## config.mk

```make
export PLATFORM = sky130hd
export DESIGN_NAME = mem_arbiter
export DESIGN_NICKNAME = d
export VERILOG_FILES = /design/src/rtl/mem_arbiter.sv
export SDC_FILE = /design/constraint.sdc
export NUM_CORES = 1
export LEC_CHECK = 0
export BUFFER_PORTS_ARGS = -buffer_cell sky130_fd_sc_hd__buf_2
export CORE_MARGIN = 1.5
export CORE_UTILIZATION = 43
export CTS_BUF_LIST = sky130_fd_sc_hd__clkbuf_16
export DETAILED_ROUTE_END_ITERATION = 16
export GPL_TIMING_DRIVEN = 0
export HOLD_SLACK_MARGIN = 0.02
export PLACE_DENSITY = 0.83
export SLEW_MARGIN = 20
export SYNTH_ARGS = -nofsm -noshare
export SYNTH_HDL_FRONTEND = slang
export SYNTH_SLANG_ARGS = --single-unit
```

## constraint.sdc

```tcl
create_clock -name clk -period 2 [get_ports clk]
set_clock_uncertainty 0.1 [all_clocks]
set_input_delay 0.2 -clock clk [delete_from_list [all_inputs] [get_ports clk]]
set_output_delay 0.2 -clock clk [all_outputs]
set_load 0.05 [all_outputs]
```

## src/rtl/mem_arbiter.sv

```systemverilog
// mem_arbiter: shares one single-port memory between an instruction-fetch
// requester (i_*) and a data requester (d_*).
//
// Build option: define MEM_ARB_RR_EN to replace fixed d-over-i priority and
// its fetch starvation counter with round-robin arbitration.
//
// Handshake: a requester raises *_req with its fields stable. *_ack is
// combinational and marks the cycle in which the access is presented to
// memory. *_rsp_valid pulses high for exactly one cycle on the following
// cycle, carrying that access's load data and alignment error. If *_req is
// dropped before the ack, the request is cancelled and no response is
// produced.

package mem_arbiter_pkg;
  typedef enum logic [1:0] {
    BYTE = 2'd0,
    HALF = 2'd1,
    WORD = 2'd2
  } mem_width_t;
endpackage

module mem_arbiter
  import mem_arbiter_pkg::*;
#(
  parameter int AddrWidth = 8,
  parameter int MaxWait   = 4
) (
  input  logic                 clk,
  input  logic                 reset_n,

  // instruction-fetch requester
  input  logic                 i_req,
  input  logic                 i_write_enable,
  input  mem_width_t           i_width,
  input  logic                 i_sign_extend,
  input  logic [AddrWidth-1:0] i_address,
  input  logic [31:0]          i_data_in,
  output logic                 i_ack,
  output logic                 i_rsp_valid,
  output logic [31:0]          i_rsp_data,
  output logic                 i_rsp_error,

  // data requester
  input  logic                 d_req,
  input  logic                 d_write_enable,
  input  mem_width_t           d_width,
  input  logic                 d_sign_extend,
  input  logic [AddrWidth-1:0] d_address,
  input  logic [31:0]          d_data_in,
  input  logic                 d_lock,
  output logic                 d_ack,
  output logic                 d_rsp_valid,
  output logic [31:0]          d_rsp_data,
  output logic                 d_rsp_error,

  // shared memory port
  output logic                 mem_write_enable,
  output mem_width_t           mem_width,
  output logic                 mem_sign_extend,
  output logic [AddrWidth-1:0] mem_address,
  output logic [31:0]          mem_data_in,
  input  logic [31:0]          mem_data_out,
  input  logic                 mem_alignment_error,

  // observation of internal state
  output logic [0:0]           dbg_state,
  output logic [3:0]           dbg_wait_cnt,
  output logic                 dbg_last_grant
);

  // Arbiter states: normal arbitration, or data port holding the memory.
  localparam logic [0:0] ST_ARB    = 1'b0;
  localparam logic [0:0] ST_LOCK_D = 1'b1;

  // Encoding of the most recently granted requester.
  localparam logic GRANT_I = 1'b0;
  localparam logic GRANT_D = 1'b1;

  logic [0:0] state;
  logic [0:0] state_next;
  logic       last_grant;
  logic       granted_we;

`ifndef MEM_ARB_RR_EN
  // Saturation point of the fetch starvation counter.
  localparam logic [3:0] WAIT_MAX = 4'(MaxWait);

  logic [3:0] wait_cnt;
`endif

  // Per-cycle grant decision. A locked data port excludes fetch entirely.
  // When both ports request, the default build prefers data unless fetch
  // has waited the maximum; the round-robin build alternates.
  always_comb begin
    i_ack = 1'b0;
    d_ack = 1'b0;
    if (state == ST_LOCK_D) begin
      d_ack = d_req;
    end else if (i_req && d_req) begin
`ifdef MEM_ARB_RR_EN
      if (last_grant == GRANT_D) begin
        i_ack = 1'b1;
      end else begin
        d_ack = 1'b1;
      end
`else
      if (wait_cnt == WAIT_MAX) begin
        i_ack = 1'b1;
      end else begin
        d_ack = 1'b1;
      end
`endif
    end else begin
      i_ack = i_req;
      d_ack = d_req;
    end
  end

  // Memory port mux: granted requester's fields, all zero when idle.
  always_comb begin
    granted_we      = 1'b0;
    mem_width       = BYTE;
    mem_sign_extend = 1'b0;
    mem_address     = '0;
    mem_data_in     = 32'd0;
    if (d_ack) begin
      granted_we      = d_write_enable;
      mem_width       = d_width;
      mem_sign_extend = d_sign_extend;
      mem_address     = d_address;
      mem_data_in     = d_data_in;
    end else if (i_ack) begin
      granted_we      = i_write_enable;
      mem_width       = i_width;
      mem_sign_extend = i_sign_extend;
      mem_address     = i_address;
      mem_data_in     = i_data_in;
    end
  end

  // Misaligned stores never reach the array. Kept apart from the mux so the
  // alignment result from memory does not feed back into the address path.
  assign mem_write_enable = granted_we & ~mem_alignment_error;

  // Lock entry happens on a locked data grant; lock exit happens as soon as
  // d_lock is released, with or without a request in that cycle.
  always_comb begin
    state_next = state;
    case (state)
      ST_ARB: begin
        if (d_ack && d_lock) begin
          state_next = ST_LOCK_D;
        end
      end
      ST_LOCK_D: begin
        if (!d_lock) begin
          state_next = ST_ARB;
        end
      end
      default: state_next = ST_ARB;
    endcase
  end

  // State register.
  always_ff @(posedge clk or negedge reset_n) begin
    if (!reset_n) begin
      state <= ST_ARB;
    end else begin
      state <= state_next;
    end
  end

  // Remember the last granted port; the round-robin build uses it.
  always_ff @(posedge clk or negedge reset_n) begin
    if (!reset_n) begin
      last_grant <= GRANT_I;
    end else if (d_ack) begin
      last_grant <= GRANT_D;
    end else if (i_ack) begin
      last_grant <= GRANT_I;
    end
  end

`ifndef MEM_ARB_RR_EN
  // Count consecutive stalled fetch cycles; frozen while data is locked.
  always_ff @(posedge clk or negedge reset_n) begin
    if (!reset_n) begin
      wait_cnt <= 4'd0;
    end else if (state == ST_ARB) begin
      if (i_req && !i_ack) begin
        if (wait_cnt != WAIT_MAX) begin
          wait_cnt <= wait_cnt + 4'd1;
        end
      end else begin
        wait_cnt <= 4'd0;
      end
    end
  end

  assign dbg_wait_cnt = wait_cnt;
`else
  assign dbg_wait_cnt = 4'd0;
`endif

  // Fetch response: capture load data and alignment status at the ack edge.
  always_ff @(posedge clk or negedge reset_n) begin
    if (!reset_n) begin
      i_rsp_valid <= 1'b0;
      i_rsp_data  <= 32'd0;
      i_rsp_error <= 1'b0;
    end else begin
      i_rsp_valid <= i_ack;
      if (i_ack) begin
        i_rsp_data  <= i_write_enable ? 32'd0 : mem_data_out;
        i_rsp_error <= mem_alignment_error;
      end
    end
  end

  // Data response: same capture rule as fetch.
  always_ff @(posedge clk or negedge reset_n) begin
    if (!reset_n) begin
      d_rsp_valid <= 1'b0;
      d_rsp_data  <= 32'd0;
      d_rsp_error <= 1'b0;
    end else begin
      d_rsp_valid <= d_ack;
      if (d_ack) begin
        d_rsp_data  <= d_write_enable ? 32'd0 : mem_data_out;
        d_rsp_error <= mem_alignment_error;
      end
    end
  end

  assign dbg_state      = state;
  assign dbg_last_grant = last_grant;

endmodule
```

==> flow_metrics.py <==
metrics = {
    "run_status": {
        "status": "complete, but fails checks",
        "failed_checks": "setup timing",
    },
    "worst_setup_path": {
        "crit_path_end_kind": "primary output",
        "critPathBufInv": 4,
        "reg2regPathDepth": 10,
        "path_cells": "inv_2, ha_4, nand3b_1, o21a_1, buf_12, buf_12, a22o_4, buf_8",
        "worstPathArrival_ns": 2.10,
        "critPathKind": "flip-flop to primary output",
        "timing.critical_path.mode_cell": "buf_12",
        "crit_family": "buffers and inverters",
        "cp_slowest_cell": "dfrtp_2",
        "required_ns": 1.70,
        "cp.depth": 8,
        "start_kind": "flip-flop",
        "max_stage_delay_ns": 0.41,
        "cp_max_fo": 10,
    },
    "synth": {
        "synth_xor_area_frac": 0,
        "synthAdderAreaFrac": 0.00649,
        "yosys.area_share.simple": 0.128,
        "ys_async_sr_fraction": 1.00,
        "syn_area_um2": 3860,
        "synth_edf_count": 0,
        "synth.distinct_cells": 26,
        "yosysSeqAreaShare": 0.480,
        "syn_avg_cell_area_um2": 12.9,
        "synth_ff_type": "dfrtp_1",
        "synth-compound-area-share": 0.116,
        "synth_seq_cells": 74,
        "synth_mux_area_frac": 0.225,
        "syn_inst": 299,
        "syn_nets": 427,
        "synth_top_family_by_area": "multiplexers",
        "yosys_warnings": 0,
    },
    "final_layout": {
        "drive_gt1_frac": 0.718,
        "final_area_um2": 6850,
        "final_cell_mix": "buf_2, dfrtp_1, nor2b_1",
        "nets": 709,
        "area_delta_synth_final_pct": 77.5,
        "final_common_cell": "buf_2",
    },
    "timing": {
        "max_freq_ghz": 0.418,
        "slew_viol_final": 0,
        "setup_slack_ns": -0.395,
        "setup_violations": 102,
        "layout_min_cycle_time_ns": 2.40,
        "setup-tns-final_ns": -26.09,
        "worst_pin_slew_ns": 0.628,
        "relSlewSlack": 0.581,
        "fin_crit_sh": 1.20,
        "hold_violations": 0,
        "rsz0062_at_grt": "yes",
    },
    "grt": {
        "antenna_found_initial": 3,
        "grt_max_degree": 59,
        "grt_pass1_wl_mm": 21.9,
        "grt_pass1_vias": 3980,
        "gr-total-overflow": 0,
        "grt.total_usage": 0.298,
    },
    "cts": {
        "htreeDepth": 3,
        "numCtsBuffers": 9,
        "root_buffer": "clkbuf_16",
        "path_clk_slew_ns": 0.06,
        "clock_latency_ns": 0.33,
        "clockBufferDepth": 2,
        "clock-sinks": 74,
        "cts_tree": "done",
    },
    "floorplanning": {
        "pin_count": 246,
        "die_w_um": 97.7,
        "dieArea_um2": 9550,
        "initial_core_util": 0.442,
        "rows": 34,
        "die_h_um": 97.7,
        "core-area_um2": 8720,
    },
    "pwr": {
        "p_per_area_nw_per_um2": 802,
        "total_power_mw": 5.49,
        "p_leak_nw": 3.57,
        "ir_worst_vdd_mv": 0.693,
    },
    "route": {
        "first_pass_iters": 4,
        "ant_nets": 0,
        "dr.first_iter.drc_count": 98,
        "num_vias": 3743,
        "vias_per_cell": 5.39,
        "wl_per_cell_um": 21.8,
        "drc": 0,
        "wl_mm": 15.1,
    },
    "worst_hold_path": {
        "min_delay_path_depth": 2,
        "hp-class": "primary input to flip-flop",
    },
    "placed_design": {
        "placed_cell_area_um2": 5500,
        "place_congestion": 0.808,
        "port_buffers": 245,
        "post-dp-hpwl_mm": 8.95,
        "pre_cts_ws_ns": -0.454,
    },
    "run": {
        "cap_viol_max_count": 0,
    },
}
==> stage by stage <==
step                instances   util  hold WS, ns
floorplan                 299      -       -0.196
global placement          652  0.627        0.312
detailed placement        653  0.630      -0.0111
CTS                       685  0.754       0.0779
global route              695  0.785        0.106
finish                    695  0.785        0.112
==> cell type report <==
cell class | instances | area (um^2)
Buffer | 24 | 334
Clock buffer | 9 | 225
Antenna cell | 2 | 5.00
Tap cell | 108 | 135
Multi-Input combinational cell | 198 | 2200
Clock inverter | 6 | 33.8
Fill cell | 468 | 1870
Sequential cell | 74 | 1860
Inverter | 3 | 11.3
Timing Repair Buffer | 271 | 2040
==> synthesized netlist by cell type (3+ instances only) <==
cell | n | area (um^2)
mux2_4 | 33 | 495
nor2b_1 | 65 | 407
a22o_1 | 43 | 377
buf_2 | 7 | 35.0
buf_4 | 5 | 37.5
mux2_2 | 33 | 372
inv_1 | 3 | 11.3
buf_6 | 6 | 67.6
nand2_1 | 4 | 15.0
clkbuf_1 | 6 | 22.5
dfrtp_1 | 74 | 1850
==> kinds of logic (layout without fill, tap and decap cells) <==
family,count (synthesis),after routing
multiplexers,66,66
buffers and inverters,27,313
flip-flops,74,74
AND/OR/NAND/NOR,78,78
adder cells (fa/ha/maj),2,2
AO/OA/AOI/OAI,52,52
other,0,2
==> worst register-to-register path, stage by stage (launching register included) <==
cell,delay (ns)
dfrtp_2,0.41
inv_2,0.07
ha_4,0.13
nand3b_1,0.14
buf_4,0.19
a21oi_4,0.17
buf_6,0.17
buf_4,0.12
buf_6,0.11
bufbuf_16,0.26
mux2_2,0.32
==> report_power, final <==
part           leakage (nW)  internal [mW]  switching (mW)
combinational          2.50          0.866            1.41
clock                 0.127          0.823           0.609
sequential            0.945           1.68           0.106
total                  3.57           3.37            2.12
==> timing repair <==
| action | 4_1_cts | 5_1_grt |
|---|---|---|
| setup endpoints to repair | 79 | 112 |
| cloned | 3 | 3 |
| gates resized for setup | 174 | 31 |
| setup buffers | 13 | 6 |
| pin swaps | 8 | 7 |
| hold endpoints to repair | 75 | 0 |
| hold buffers | 2 | 0 |
==> final timing paths <==
| kind | from | slack (ns) | to |
|---|---|---|---|
| worst min register to register | i_rsp_data[31]$_DFFE_PN0N_ | 0.40 | i_rsp_data[31]$_DFFE_PN0N_ |
| worst min-delay path | mem_alignment_error | 0.11 | d_rsp_error$_DFFE_PN0P_ |
| min in group asynchronous | reset_n | 0.20 | d_rsp_data[18]$_DFFE_PN0P_ |
| worst max-delay path | dbg_wait_cnt[1]$_DFFE_PN0P_ | -0.40 | mem_data_in[6] |
| worst max register to register | dbg_wait_cnt[1]$_DFFE_PN0P_ | -0.31 | i_rsp_data[16]$_DFFE_PN0N_ |
| max in group asynchronous | reset_n | 1.02 | dbg_wait_cnt[3]$_DFFE_PN0P_ |
==> metal layers <==
layer	share of wire	up-vias	global-route usage
met5	0	-	0
met1	0.38	1876	0.340
met4	0.035	0	0.155
met3	0.074	40	0.0957
li1	-	1634	-
met2	0.51	193	0.501
No activity file was read; power rests on OpenSTA's default activity.
